## src/rtl/arb3_capture_if.sv

```systemverilog
// rtl/arb3_capture_if.sv - requester, mux and output-stream signals of arb3_capture
interface arb3_capture_if #(
   parameter int WIDTH = 8
);
   logic [2:0]       req_valid;
   logic [2:0]       req_ready;
   logic [1:0]       sel;
   logic [WIDTH-1:0] mux_y;
   logic             out_valid;
   logic [WIDTH-1:0] out_data;
   logic             out_ready;

   modport master (
      input  req_valid, mux_y, out_ready,
      output req_ready, sel, out_valid, out_data
   );

   modport slave (
      output req_valid, mux_y, out_ready,
      input  req_ready, sel, out_valid, out_data
   );
endinterface

```

## src/rtl/arb3_capture.sv

```systemverilog
// rtl/arb3_capture.sv - round-robin 3:1 grant driving the mux select, single-entry capture stage
module arb3_capture #(
   parameter int WIDTH = 8
) (
   input  logic              clk,
   input  logic              reset,
   arb3_capture_if.master    bus
);
   typedef enum logic {EMPTY, FULL} state_t;

   state_t           state_q, state_d;
   logic [1:0]       last_q, last_d;
   logic [WIDTH-1:0] data_q;

   logic             can_load;
   logic             any_req;
   logic             grant;
   logic [1:0]       cand;
   logic [1:0]       o0, o1, o2;

   // search order starts just after the last granted source
   always_comb begin
      o0 = 2'd0;
      o1 = 2'd1;
      o2 = 2'd2;
      case (last_q)
         2'd0:    begin o0 = 2'd1; o1 = 2'd2; o2 = 2'd0; end
         2'd1:    begin o0 = 2'd2; o1 = 2'd0; o2 = 2'd1; end
         default: begin o0 = 2'd0; o1 = 2'd1; o2 = 2'd2; end
      endcase
   end

   always_comb begin
      cand    = 2'd0;
      any_req = 1'b1;
      if (bus.req_valid[o0])      cand = o0;
      else if (bus.req_valid[o1]) cand = o1;
      else if (bus.req_valid[o2]) cand = o2;
      else                        any_req = 1'b0;
   end

   always_comb begin
      can_load      = (state_q == EMPTY) | bus.out_ready;
      grant         = can_load & any_req & ~reset;
      bus.req_ready = 3'b000;
      bus.sel       = 2'b00;
      state_d       = state_q;
      last_d        = last_q;
      if (grant) begin
         bus.req_ready = 3'b001 << cand;
         bus.sel       = cand;
         state_d       = FULL;
         last_d        = cand;
      end else if (state_q == FULL && bus.out_ready) begin
         state_d = EMPTY;
      end
   end

   always_ff @(posedge clk) begin
      if (reset) begin
         state_q <= EMPTY;
         last_q  <= 2'd2;
         data_q  <= '0;
      end else begin
         state_q <= state_d;
         last_q  <= last_d;
         if (grant) data_q <= bus.mux_y;
      end
   end

   assign bus.out_valid = (state_q == FULL);
   assign bus.out_data  = data_q;
endmodule

```

## src/flat_wrapper.sv

```systemverilog
// flat-port wrapper written by rule: the top's interface ports become plain ports
module arb3_capture_flat 
#(
   parameter int WIDTH = 8
)
  (clk, reset, bus_req_valid, bus_mux_y, bus_out_ready, bus_req_ready, bus_sel, bus_out_valid, bus_out_data);
  arb3_capture_if #(.WIDTH(WIDTH)) bus_i ();
  input  logic clk;
  input  logic reset;
  input wire logic [$bits(bus_i.req_valid)-1:0] bus_req_valid;
  input wire logic [$bits(bus_i.mux_y)-1:0] bus_mux_y;
  input wire logic [$bits(bus_i.out_ready)-1:0] bus_out_ready;
  output wire logic [$bits(bus_i.req_ready)-1:0] bus_req_ready;
  output wire logic [$bits(bus_i.sel)-1:0] bus_sel;
  output wire logic [$bits(bus_i.out_valid)-1:0] bus_out_valid;
  output wire logic [$bits(bus_i.out_data)-1:0] bus_out_data;
  assign bus_i.req_valid = bus_req_valid;
  assign bus_i.mux_y = bus_mux_y;
  assign bus_i.out_ready = bus_out_ready;
  assign bus_req_ready = bus_i.req_ready;
  assign bus_sel = bus_i.sel;
  assign bus_out_valid = bus_i.out_valid;
  assign bus_out_data = bus_i.out_data;
  arb3_capture #(.WIDTH(WIDTH)) u_core (.clk(clk), .reset(reset), .bus(bus_i));
endmodule
```

## config.mk

```make
export PLATFORM = sky130hd
export DESIGN_NAME = arb3_capture_flat
export DESIGN_NICKNAME = d
export VERILOG_FILES = /design/src/rtl/arb3_capture_if.sv /design/src/rtl/arb3_capture.sv /design/src/flat_wrapper.sv
export SDC_FILE = /design/constraint.sdc
export NUM_CORES = 1
export LEC_CHECK = 0
export BUFFER_PORTS_ARGS = -buffer_cell sky130_fd_sc_hd__buf_2
export CAP_MARGIN = 5
export CORE_AREA = 4 4 41 43
export CTS_BUF_LIST = sky130_fd_sc_hd__clkbuf_8
export DETAILED_ROUTE_END_ITERATION = 7
export DIE_AREA = 0 0 45 47
export PLACE_DENSITY = 0.77
export REMOVE_ABC_BUFFERS = 1
export SYNTH_ARGS = -nofsm -noshare
export SYNTH_HDL_FRONTEND = slang
export SYNTH_SLANG_ARGS = --single-unit
```

## constraint.sdc

```tcl
create_clock -name clk -period 2.2 [get_ports clk]
set_input_delay 0 -clock clk [delete_from_list [all_inputs] [get_ports clk]]
set_output_delay 0 -clock clk [all_outputs]
set_load 0.02 [all_outputs]
```

==> run_results.csv, run 1 <==
group,metric,value,unit
status,status,"finished, final reports clean",
global_routing,met1_usage,0.141,
floorplanning,dieArea,2120,sq um
route,dr.pass1.iters,4,
floorplanning,die_h,47,um
worst_setup_path,cp_num_buf_inv,1,
worst_setup_path,path_class,"reg -> out",
final_layout,final_area,788,sq um
global_routing,grt_pass1_wl,1.90,mm
synth,yosys.area.top_type,"dfxtp_1",
global_routing,first_global_vias,479,
route,drt.antenna.violating_nets,0,
timing,fin_skew,0.00137,ns
clock_tree,cts_setup_buffers,0,
global_routing,grtUsageMet3,0.0575,
timing,post-route-period-util,0.818,
power_and_ir_drop,swShare,0.264,
final_layout,regArea,220,sq um
route,vias,487,
final_layout,antenna_cells,0,
worst_setup_path,cp-startpoint,"u_core.bus.out_valid$_SDFFE_PP0P_",
route,drt-vias-per-instance,4.77,
power_and_ir_drop,seqPwrFrac,0.411,
power_and_ir_drop,powerDensity,708,nW/um^2
timing,fin_crit,1.80,ns
final_layout,layout_commonest_cell,"buf_2",
place,hpwlAfterDp,847,um
route,wl_per_cell,11.3,um
floorplanning,ios,28,
timing,fmax,556,MHz
worst_setup_path,cp-start-kind,"register",
floorplanning,die_x,45,um
worst_setup_path,r2r_slack,0.64,ns
global_routing,met2_usage,0.212,
worst_setup_path,crit_chain,"nor2b_1, or3_1, a211oi_1, buf_2",
worst_hold_path,hp-class,"in -> reg",
clock_tree,cts-buffers-inserted,3,
synth,yosys_warnings,0,
timing,rsz0062_at_grt,"false",
worst_setup_path,r2r_end,"u_core.bus.out_data[6]$_SDFFE_PP0P_",
synth,synth.area.top_cells,"dfxtp_1, mux2_4, nor2b_1, mux2_2, nor2_1",
global_routing,grt.busiest_layer,"met2",
clock_tree,clk_pin_slew_worst_paths,0.05,ns
synth,ys_seq_area_frac,0.408,
clock_tree,insertion_delay,0.23,ns
synth,synth_cell_type_count,19,
global_routing,globalRoute.totalOverflow,0,
timing,slew_viol_final,0,
synth,postSynthCellCount,51,
power_and_ir_drop,switchingPower,0.147,mW
power_and_ir_drop,ir_drop,0.509,mV
route,drc,0,
worst_setup_path,endpoint_kind,"output port",
power_and_ir_drop,p_leak,0.404,nW
global_routing,antenna_found_initial,0,
floorplanning,rows,13,
final_layout,area_growth,46.2,%
clock_tree,h-tree-depth,1,
place,place_area,663,sq um
global_routing,grt_max_degree,14,
worst_setup_path,max_stage_delay,0.62,ns
synth,ys_ff_latch,11,
worst_setup_path,cp.depth,4,
clock_tree,clockRootBuffer,"clkbuf_8",
final_layout,stdcell_count,102,
route,totalWireLength,1.16,mm
global_routing,track_usage,0.127,
final_layout,multi_input_area,289,sq um
clock_tree,cts_num_sinks,11,
clock_tree,cts.path.max_buffers,2,
final_layout,finalNetCount,102,
synth,avgSynthCellArea,10.6,sq um
clock_tree,cts_tree,"built",
worst_setup_path,arrival,1.80,ns
place,placed_cells,90,
worst_setup_path,cp_slowest_cell,"or3_1",
timing,relSlewSlack,0.595,
timing,worstMarginPinSlew,0.608,ns
place,port_buffers,27,
floorplanning,initial_core_util,0.414,
final_layout,mostFrequentLayoutCells,"buf_2, nor2b_1, dfxtp_1",
job,cap_violations,0,
timing,finalSetupViolCount,0,
worst_setup_path,critPathMaxFanout,13,
power_and_ir_drop,p_int,0.411,mW
power_and_ir_drop,p_clk_frac,0.344,
route,drt_iter0_drc,7,
synth,syn-cell-area,539,sq um
floorplanning,core_area,1300,sq um
timing,setup_tns,0,ns
worst_setup_path,reg2reg_from,"u_core.bus.out_valid$_SDFFE_PP0P_",
power_and_ir_drop,comb_power_share,0.245,
timing,hold_viol_final,0,
worst_setup_path,critical-path-top-delay-family,"simple AND/OR/NAND/NOR gates",
worst_setup_path,crit_end,"bus_req_ready[0]",
synth,yosysTopAreaCellShare,0.408,
final_layout,fillers,128,
place,routabilityCongestion,0.653,
worst_setup_path,required,2.20,ns
worst_setup_path,ff2ff_path_depth,3,
final_layout,drive_above_1_share,0.448,
cells in the mapped netlist:
cell	number
buf_1	1
mux2_2	3
and3_1	1
nor2_1	6
a22oi_1	1
dfxtp_1	11
nor2b_1	12
or2b_1	1
buf_8	1
buf_6	1
a22o_1	1
and3_2	1
a211oi_1	1
mux2_4	5
a32o_1	1
or3_1	1
nor3_1	1
mux2i_1	1
o22ai_1	1
timing repair:
| action | CTS | global route |
|---|---|---|
| hold endpoints to repair | 8 | 0 |
| hold buffers | 8 | 0 |
| gates resized for setup | 0 | 0 |
cells by family (layout without fill, tap and decap cells):
logic type / count (synthesis) / after routing / share of synthesized area
muxes: 9 / 9 / 0.220
AOI/OAI and AO/OA: 5 / 5 / 0.0743
buffers and inverters: 3 / 39 / 0.0557
and+or+nand+nor: 23 / 23 / 0.241
DFF: 11 / 11 / 0.408
worst min-delay path, cell delays in order:
cell and delay (ns):
buf_2 0.07, nor2b_1 0.05, nor2b_1 0.11, nor2_1 0.04
worst min-delay path by stage:
stage,startpoint,to,cells after the start
finish,bus_out_ready,u_core.bus.out_valid$_SDFFE_PP0P_,4
floorplan,reset,u_core.bus.out_valid$_SDFFE_PP0P_,1
CTS,reset,u_core.bus.out_valid$_SDFFE_PP0P_,2
detailed placement,bus_mux_y[6],u_core.bus.out_data[6]$_SDFFE_PP0P_,2
global placement,bus_mux_y[1],u_core.bus.out_data[1]$_SDFFE_PP0P_,2
global route,reset,u_core.bus.out_valid$_SDFFE_PP0P_,2
routing by layer:
| metal | up-vias | part of all wire |
|---|---|---|
| li1 | 247 | - |
| met2 | 19 | 0.50 |
| met1 | 219 | 0.41 |
| met5 | - | 0 |
| met4 | 0 | 0.0078 |
| met3 | 2 | 0.088 |
sequential cells by signal, indices dropped and copies added (netlist names):
name	count
u_core.bus.out_valid	1
u_core.last_q	2
u_core.bus.out_data	8
layout make-up:
class | count | area share
clock inverter | 1 | 0.00476
tap | 15 | 0.0238
timing repair buffer | 35 | 0.273
sequential | 11 | 0.279
multi-input combinational | 37 | 0.367
clock buffer | 3 | 0.0524
per-stage QoR:
step	utilization	worst slack [ns]	hold slack, ns	total power, mW
finish	0.606	0.401	0.0842	0.558
global route	0.606	0.290	0.104	0.593
CTS	0.606	0.395	0.0866	0.564
detailed placement	0.510	0.630	0.233	0.360
global placement	0.510	0.661	0.226	0.356
floorplan	-	0.477	0.0724	0.315
power by group through the flow:
stage	registers (mW)	clock network, mW	logic [mW]
2_1_floorplan	0.252	0	0.0632
3_3_place_gp	0.233	0	0.124
3_5_place_dp	0.233	0	0.127
4_1_cts	0.229	0.197	0.138
5_1_grt	0.232	0.213	0.148
6_report	0.230	0.192	0.137
Power figures use the tool's default switching activity.
==> run 2: changes to the inputs <==
--- a/config.mk
+++ b/config.mk
@@ -5,6 +5,7 @@
 export SDC_FILE = /design/constraint.sdc
 export NUM_CORES = 1
 export LEC_CHECK = 0
+export ABC_AREA = 1
 export BUFFER_PORTS_ARGS = -buffer_cell sky130_fd_sc_hd__buf_2
 export CAP_MARGIN = 5
 export CORE_AREA = 4 4 41 43
==> constraint.sdc (replaced) <==
create_clock -name clk -period 1.7 [get_ports clk]
set_input_delay 0 -clock clk [delete_from_list [all_inputs] [get_ports clk]]
set_output_delay 0 -clock clk [all_outputs]
set_load 0.02 [all_outputs]
==> run_results.csv, run 2 <==
group,metric,value,unit
status,status,"finished, final reports clean",
timing,worstMarginPinSlew,0.248,ns
power_and_ir_drop,seqPwrFrac,0.389,
worst_setup_path,arrival,1.57,ns
synth,synth_top_family_by_area,"simple AND/OR/NAND/NOR gates",
global_routing,antenna_found_initial,0,
synth,syn-cell-area,536,sq um
worst_setup_path,path_common_cell,"nor2_4",
final_layout,antenna_cells,0,
job,cap_violations,0,
final_layout,mostFrequentLayoutCells,"nand2_1, buf_2, nand3_1",
timing,hold_viol_final,0,
timing,relSlewSlack,0.833,
power_and_ir_drop,comb_power_share,0.289,
final_layout,largest_register_ffs,8,
worst_hold_path,min_to,"u_core.bus.out_valid$_SDFFE_PP0P_",
synth,synth.most_common_cell,"nand2_1",
worst_hold_path,hp-class,"in -> reg",
global_routing,first_global_vias,641,
floorplanning,die_h,47,um
clock_tree,cts.path.max_buffers,2,
worst_setup_path,r2r_end,"u_core.last_q[0]$_SDFFE_PP0P_",
worst_setup_path,critical-path-top-delay-family,"simple AND/OR/NAND/NOR gates",
global_routing,grt.busiest_layer,"met2",
clock_tree,insertion_delay,0.24,ns
route,wl_per_cell,11.6,um
worst_setup_path,r2r_slack,0.26,ns
worst_hold_path,min-delay-start,"bus_out_ready",
synth,synth_cell_type_count,16,
worst_setup_path,endpoint_kind,"output port",
clock_tree,cts_tree,"built",
worst_setup_path,cp_slowest_cell,"dfxtp_4",
final_layout,stdcell_count,141,
final_layout,drive_above_1_share,0.357,
route,totalWireLength,1.64,mm
worst_setup_path,ff2ff_path_depth,10,
synth,synthXorXnorAreaFrac,0,
synth,ys_ff_latch,11,
worst_setup_path,critPathMaxFanout,9,
place,hpwlAfterDp,987,um
clock_tree,clk_pin_slew_worst_paths,0.05,ns
route,dr.pass1.iters,4,
power_and_ir_drop,ir_drop,0.464,mV
place,placed_cells,124,
route,drc,0,
worst_hold_path,hold-path-cell-count,4,
timing,fin_skew,0.00246,ns
clock_tree,clockRootBuffer,"clkbuf_8",
route,drt_iter0_drc,22,
floorplanning,initial_core_util,0.412,
global_routing,grt_max_degree,13,
global_routing,globalRoute.totalOverflow,0,
timing,fin_crit,1.57,ns
global_routing,grtUsageMet3,0.0651,
global_routing,met2_usage,0.314,
synth,yosys-mux-area-fraction,0,
power_and_ir_drop,powerDensity,898,nW/um^2
synth,postSynthCellCount,83,
global_routing,grt_pass1_wl,2.68,mm
clock_tree,cts-buffers-inserted,3,
synth,synth_edf_count,0,
place,place_ws,0.184,ns
final_layout,layout_commonest_cell,"nand2_1",
floorplanning,ios,28,
synth,netlist_top_cells_count,"nand2_1, nand3_1, dfxtp_1",
final_layout,area_growth,64.0,%
timing,slew_viol_final,0,
power_and_ir_drop,p_clk_frac,0.321,
floorplanning,dieArea,2120,sq um
global_routing,met1_usage,0.179,
synth,synth.area.top_cells,"dfxtp_1, nand2_1, nand3_1, inv_1, nor2_1",
timing,setup_ws,0.126,ns
power_and_ir_drop,p_int,0.537,mW
synth,yosys_warnings,0,
synth,synth_compound_area_frac,0.0187,
synth,ys.flop_type,"dfxtp_1",
floorplanning,core_area,1300,sq um
route,drt.antenna.violating_nets,0,
worst_setup_path,cp_num_buf_inv,4,
synth,async_flop_share,0,
power_and_ir_drop,fin_total_pwr,0.789,mW
timing,fmax,635,MHz
synth,ys_seq_area_frac,0.411,
route,vias,673,
global_routing,track_usage,0.175,
worst_setup_path,path_class,"reg -> out",
place,port_buffers,27,
synth,yosys.area.top_type,"dfxtp_1",
power_and_ir_drop,swShare,0.319,
worst_setup_path,cp-start-kind,"register",
route,drt-vias-per-instance,4.77,
floorplanning,rows,13,
worst_setup_path,max_stage_delay,0.37,ns
clock_tree,cts_num_sinks,11,
synth,avgSynthCellArea,6.45,sq um
place,routabilityCongestion,0.851,
timing,post-route-period-util,0.926,
power_and_ir_drop,p_leak,0.513,nW
synth,yosysTopAreaCellShare,0.411,
synth,synth_fa_ha_area_frac,0,
worst_setup_path,reg2reg_from,"u_core.last_q[1]$_SDFFE_PP1P_",
clock_tree,h-tree-depth,1,
final_layout,finalNetCount,141,
power_and_ir_drop,switchingPower,0.252,mW
timing,finalSetupViolCount,0,
synth,yosys.area_share.simple,0.472,
floorplanning,die_x,45,um
worst_setup_path,crit_chain,"inv_2, nand2_2, nor2_4, nor2_4, nand3_2, nand2_4, inv_4, nand2_1, inv_1, buf_2",
worst_setup_path,required,1.70,ns
## run 2: power groups by stage
stage	registers, mW	logic [mW]	clock network [mW]
floorplan	0.338	0.0905	0
global placement	0.309	0.182	0
detailed placement	0.309	0.185	0
CTS	0.306	0.203	0.257
global route	0.311	0.253	0.273
finish	0.307	0.228	0.253
## run 2: worst min-delay path, cell delays in order
cell and delay, ns:
buf_2 0.07, nor2_1 0.04, nor2_1 0.09, nor2_1 0.04
## run 2: worst max-delay path by stage
stage	depth (start not counted)	start	slack (ns)	end
2_1_floorplan	7	u_core.last_q[1]$_SDFFE_PP1P_	0.33	bus_req_ready[0]
3_3_place_gp	9	u_core.last_q[1]$_SDFFE_PP1P_	0.22	u_core.last_q[1]$_SDFFE_PP1P_
3_5_place_dp	9	u_core.last_q[0]$_SDFFE_PP0P_	0.18	u_core.last_q[1]$_SDFFE_PP1P_
4_1_cts	10	u_core.last_q[0]$_SDFFE_PP0P_	0.07	bus_sel[1]
5_1_grt	10	u_core.last_q[1]$_SDFFE_PP1P_	-0.01	bus_req_ready[2]
6_report	10	u_core.last_q[1]$_SDFFE_PP1P_	0.13	bus_sel[1]
## run 2: through the flow
stage / cell area, sq um / hold slack [ns] / TNS, ns / util
after floorplan: 524 / 0.0691 / 0 / -
after global placement: 678 / 0.200 / 0 / 0.521
after detailed placement: 678 / 0.203 / 0 / 0.521
after CTS: 821 / 0.0621 / 0 / 0.631
after global routing: 878 / 0.0852 / -0.0178 / 0.675
final: 878 / 0.0606 / 0 / 0.675
## run 2: cell type report
class                      count  area [sq um]
fill                         117           423
multi-input combinational     60           288
timing repair buffer          40           255
sequential                    11           228
inverter                      11          43.8
clock buffer                   3          41.3
tap                           15          18.8
clock inverter                 1          3.75
## run 2: kinds of logic (layout without fill, tap and decap cells)
group	count (synthesis)	in the layout
compound gates	2	2
flops	11	11
simple gates	58	58
buf+inv	12	55
## run 2: repair_timing
action,4_1_cts,5_1_grt
buffers inserted,0,4
hold buffers,9,0
pin swaps,0,1
hold endpoints to repair,10,0
gates resized for setup,3,9
setup endpoints to repair,2,3
## run 2: per-layer routing
layer	vias up	wire, um
li1	347	-
met1	294	612
met2	28	860
met3	4	141
met4	0	21
met5	-	0
